**src/rtl/knn_bram_scan_ctrl.sv**
```systemverilog
// knn_bram_scan_ctrl
// Scan sequencer and access arbiter for the KNN training-vector block RAM.
// The RAM is single-port and read-first, with a 1-cycle registered read.
// Its output register updates only while ram_r is high.
// A start request streams words SCAN_START..SCAN_END to the distance stage
// over a valid/ready handshake. Outside a scan, host writes are granted
// one word per cycle.
// Optional build macro: KNN_SCAN_ABORT_EN. It adds the abort input and the
// aborted pulse output, which cut a running scan short.
//
// state | meaning
// IDLE  | no scan; host writes granted, start sampled
// SCAN  | issuing reads SCAN_START..SCAN_END, streaming results
// DRAIN | last address issued, waiting for the last vector to be accepted
module knn_bram_scan_ctrl #(
   parameter int RAM_WIDTH     = 256,
   parameter int RAM_ADDR_BITS = 9,
   parameter int SCAN_START    = 0,
   parameter int SCAN_END      = 299
) (
   input  logic                     clk,
   input  logic                     rst,
   input  logic                     start,
   output logic                     busy,
   output logic                     done,
   input  logic                     host_wr_req,
   input  logic [RAM_ADDR_BITS-1:0] host_wr_addr,
   input  logic [RAM_WIDTH-1:0]     host_wr_data,
   output logic                     host_wr_ack,
   output logic                     ram_r,
   output logic                     ram_w,
   output logic [RAM_ADDR_BITS-1:0] ram_addr,
   output logic [RAM_WIDTH-1:0]     ram_din,
   input  logic [RAM_WIDTH-1:0]     ram_dout,
   output logic                     vec_valid,
   input  logic                     vec_ready,
   output logic [RAM_WIDTH-1:0]     vec_data,
   output logic [RAM_ADDR_BITS-1:0] vec_idx,
   output logic                     vec_last
`ifdef KNN_SCAN_ABORT_EN
   ,
   input  logic                     abort,
   output logic                     aborted
`endif
);

   localparam logic [1:0] IDLE  = 2'd0;
   localparam logic [1:0] SCAN  = 2'd1;
   localparam logic [1:0] DRAIN = 2'd2;

   localparam logic [RAM_ADDR_BITS-1:0] START_A = RAM_ADDR_BITS'(SCAN_START);
   localparam logic [RAM_ADDR_BITS-1:0] END_A   = RAM_ADDR_BITS'(SCAN_END);

   logic [1:0]               state;
   logic [RAM_ADDR_BITS-1:0] addr_cnt;
   logic                     issue;
   logic                     wr_grant;
   logic                     abort_hit;

`ifdef KNN_SCAN_ABORT_EN
   assign abort_hit = abort && (state != IDLE);
`else
   assign abort_hit = 1'b0;
`endif

   // An abort suppresses the issue in its own cycle, so no RAM read is started.
   // The write grant is held low during reset so the RAM sees no enable.
   assign issue    = (state == SCAN) && (!vec_valid || vec_ready) && !abort_hit;
   assign wr_grant = !rst && (state == IDLE) && !start && host_wr_req;

   assign busy        = (state == SCAN) || (state == DRAIN);
   assign host_wr_ack = wr_grant;
   assign ram_r       = wr_grant || issue;
   assign ram_w       = wr_grant;
   assign ram_addr    = (state == IDLE) ? host_wr_addr : addr_cnt;
   assign ram_din     = host_wr_data;
   assign vec_data    = ram_dout;

   // Sequencer state, address counter and the registered stream sideband.
   always_ff @(posedge clk or posedge rst) begin
      if (rst) begin
         state     <= IDLE;
         addr_cnt  <= START_A;
         vec_valid <= 1'b0;
         vec_idx   <= '0;
         vec_last  <= 1'b0;
         done      <= 1'b0;
      end else begin
         done <= 1'b0;
         if (abort_hit) begin
            state     <= IDLE;
            addr_cnt  <= START_A;
            vec_valid <= 1'b0;
            vec_last  <= 1'b0;
         end else begin
            case (state)
               IDLE: begin
                  if (start) begin
                     state    <= SCAN;
                     addr_cnt <= START_A;
                  end
               end
               SCAN: begin
                  if (issue) begin
                     vec_valid <= 1'b1;
                     vec_idx   <= addr_cnt;
                     vec_last  <= (addr_cnt == END_A);
                     // Hold at the end address rather than wrap past it.
                     if (addr_cnt == END_A) state <= DRAIN;
                     else addr_cnt <= addr_cnt + 1'b1;
                  end else if (vec_valid && vec_ready) begin
                     vec_valid <= 1'b0;
                  end
               end
               DRAIN: begin
                  if (vec_valid && vec_ready && vec_last) begin
                     vec_valid <= 1'b0;
                     vec_last  <= 1'b0;
                     done      <= 1'b1;
                     state     <= IDLE;
                  end
               end
               default: state <= IDLE;
            endcase
         end
      end
   end

`ifdef KNN_SCAN_ABORT_EN
   // One-cycle pulse marking a scan that was cut short.
   always_ff @(posedge clk or posedge rst) begin
      if (rst) aborted <= 1'b0;
      else aborted <= abort_hit;
   end
`endif

endmodule

```
**config.mk**
```make
export PLATFORM = sky130hd
export DESIGN_NAME = knn_bram_scan_ctrl
export DESIGN_NICKNAME = d
export VERILOG_FILES = /design/src/rtl/knn_bram_scan_ctrl.sv
export SDC_FILE = /design/constraint.sdc
export NUM_CORES = 1
export LEC_CHECK = 0
export BUFFER_PORTS_ARGS = -buffer_cell sky130_fd_sc_hd__buf_4
export CAP_MARGIN = 10
export CORE_AREA = 2 2 416 418
export DETAILED_ROUTE_END_ITERATION = 7
export DIE_AREA = 0 0 418 420
export SLEW_MARGIN = 40
export SYNTH_ARGS = -nofsm -noshare
export SYNTH_HDL_FRONTEND = slang
export SYNTH_SLANG_ARGS = --single-unit
```
**constraint.sdc**
```tcl
create_clock -name clk -period 3.95 [get_ports clk]
set_input_delay 0.9875 -clock clk [delete_from_list [all_inputs] [get_ports clk]]
set_output_delay 0.9875 -clock clk [all_outputs]
set_load 0.02 [all_outputs]
```
==> metrics.yaml <==
regArea_um2: 575.6
cts_resized: 0
switching_power_mw: 0.4503
cts.root.buffer_cell: "clkbuf_16"
cts_max_path_buffers: 2
wl_per_cell_um: 30.48
crit_path_end: "ram_r"
antenna_found_initial: 5
ant_nets: 0
grt_overflow: 0
pwr-share-comb: 0.494
gp_routability_congestion: 0.6281
holdCritPathClass: "reg -> reg"
intPower_mw: 0.5667
status: "complete, no violations"
die_width_um: 418
drc: 0
route.vias.total: 2359
holdWs_ns: 0.4793
grt_max_degree: 24
crit_start: "vec_ready"
worstPathArrival_ns: 1.88
clock_power_share: 0.218
critPathMaxFanout: 7
grt_first_pass_wirelength_mm: 78.38
worst_r2r_path_depth: 7
rows: 152
timing.setup.tns_ns: 0
syn_area_per_cell_um2: 7.915
numPortBuffers: 38
netlist_area_um2: 5145
skew_ns: 0.002139
netSwitchingFraction: 0.4428
grt_pass1_vias: 2380
cts_setup_buffers: 0
maxCapViolations: 0
n_antenna_cell: 0
setup-violations-final: 0
grt_usage: 0.07962
max_slew.worst_pin.slew_ns: 0.5719
slew-limit-headroom: 0.6158
final_cell_area_um2: 4448
drt_iter0_drc: 177
fmax_mhz: 349.3
fp.coreArea_um2: 171000
r2r-end: "addr_cnt[8]$_DFFE_PP0P_"
period_minus_slack_ns: 2.863
dpl.hpwl_mm: 69.60
cts_buffers: 3
cts_tree: "built"
yosysWarnings: 0
die_y_um: 420
ys_types: 34
cts_htree_levels: 1
r2r_start: "state[0]$_DFFE_PP0P_"
crit_type: "in -> out"
dp_cells: 2406
placed_cell_area_um2: 4369
fill_cells: 20310
synth_cells: 650
r2r_slack_ns: 1.73
wirelength_mm: 73.47
grt_util_met3: 0.1541
synthToLayoutAreaGrowth_pct: -13.55
cts_hold_buf: 0
worstSkewPairLatency_ns: 0.26
viasPerCell: 0.9788
fin_nets: 708
critPathCaptureType: "output port"
p_total_mw: 1.017
yosysSeqAreaShare: 0.1119
drv_slew: 0
synth_seq_cells: 23
cts.clk_slew.worst_paths_ns: 0.06
start_kind: "input pin"
hold_viol: 0
numClockSinks: 23
power.leakage_nw: 0.8287
crit_required_ns: 2.96
power_frac_seq: 0.288
initial_core_util: 0.03009
multi_input_area_um2: 650.6
met2_usage: 0.1172
drt_pre_antenna_iters: 4
power_density_nw_per_um2: 228.6
dieArea_um2: 175600
drive_gt1_frac: 0.3220
rsz0062_at_grt: "false"
grtUsageMet1: 0.03031
syn_nets: 1180
io_pins: 1063
busiest_layer: "met3"
finalNonFillerCells: 2410
period_share: 0.7247
peakVddDrop_v: 0.0001389
## state kept, by name, indices dropped and copies added, names as in the netlist
name       count
addr_cnt       9
vec_idx        9
state          2
done           1
vec_last       1
vec_valid      1
## cell type report
class	count	area share
inverter	11	0.009283
timing repair buffer	41	0.06920
clock buffer	4	0.01772
tap	2233	0.6281
sequential	23	0.1294
multi-input combinational	98	0.1463
## layout by cell type (no fill, tap or decap), types with 2 or more instances in the layout
| master | count |
|---|---|
| nor2_1 | 3 |
| o21ai_0 | 19 |
| nor2b_1 | 2 |
| o221ai_1 | 3 |
| nand2b_1 | 2 |
| inv_1 | 11 |
| ha_1 | 4 |
| nand4_1 | 4 |
| nor3_1 | 4 |
| mux2i_1 | 3 |
| clkbuf_16 | 3 |
| nand3_1 | 6 |
| dfrtp_1 | 23 |
| mux2_2 | 10 |
| a21oi_1 | 4 |
| nand2_1 | 18 |
| buf_4 | 41 |
## Yosys cell counts
cell type,number,area share
a211o_1,1,0.0017
a211oi_1,1,0.0015
a21o_1,1,0.0015
a21oi_1,4,0.0039
a31oi_1,1,0.0012
a41oi_1,1,0.0017
and3_1,1,0.0012
buf_4,513,0.75
buf_6,1,0.0022
clkbuf_1,4,0.0029
dfrtp_1,23,0.11
ha_1,4,0.0097
inv_1,11,0.0080
mux2_2,10,0.022
mux2i_1,3,0.0058
nand2_1,18,0.013
nand2b_1,2,0.0024
nand3_1,6,0.0058
nand4_1,4,0.0049
nand4b_1,1,0.0017
nor2_1,3,0.0022
nor2b_1,2,0.0024
nor3_1,4,0.0039
nor3_2,1,0.0019
o21ai_0,19,0.018
o221ai_1,3,0.0051
o2bb2ai_1,1,0.0017
o31ai_1,1,0.0015
o32a_2,1,0.0022
o41ai_2,1,0.0032
or2_1,1,0.0012
or3_1,1,0.0012
or4_1,1,0.0015
or4b_1,1,0.0019
## power by group through the flow
stage	combinational, mW	sequential (mW)	clock, mW
4_1_cts	0.541	0.297	0.228
3_5_place_dp	0.538	0.302	0
3_3_place_gp	0.534	0.300	0
5_1_grt	0.563	0.301	0.237
2_1_floorplan	1.01	0.298	0
6_report	0.503	0.293	0.221
## metal layers
metal,vias to the layer above,wire length [um]
li1,577,-
met1,867,9718
met2,755,31400
met3,150,29800
met4,10,2400
met5,-,151
## metrics by stage
step                setup WS [ns]     util
floorplan                  0.8463        -
global placement            1.060  0.02555
detailed placement          1.028  0.02555
CTS                         1.004  0.02602
global route               0.9725  0.02602
finish                      1.087  0.02602
## worst min-delay path by stage
stage | to | start | cells past startpoint
after floorplan | state[1]$_DFFE_PP0P_ | state[1]$_DFFE_PP0P_ | 1
after global placement | vec_idx[1]$_DFFE_PP0P_ | vec_idx[1]$_DFFE_PP0P_ | 2
after detailed placement | vec_idx[6]$_DFFE_PP0P_ | vec_idx[6]$_DFFE_PP0P_ | 2
after CTS | vec_idx[6]$_DFFE_PP0P_ | vec_idx[6]$_DFFE_PP0P_ | 2
after global routing | vec_idx[6]$_DFFE_PP0P_ | vec_idx[6]$_DFFE_PP0P_ | 2
final | vec_idx[1]$_DFFE_PP0P_ | vec_idx[1]$_DFFE_PP0P_ | 2
## kinds of logic (layout without fill, tap and decap cells)
group,after synthesis,count (layout),share of synthesized area
AO/OA/AOI/OAI,35,35,0.04354
adder cells (fa/ha/maj),4,4,0.009728
buffers and inverters,529,56,0.7617
flip-flops,23,23,0.1119
multiplexers,13,13,0.02772
AND/OR/NAND/NOR,46,46,0.04548
## worst max-delay path, stage by stage
cell	delay [ns]
buf_4	0.12
nand2b_1	0.30
a21o_1	0.27
buf_4	0.18
(Power assumes the default switching activity.)
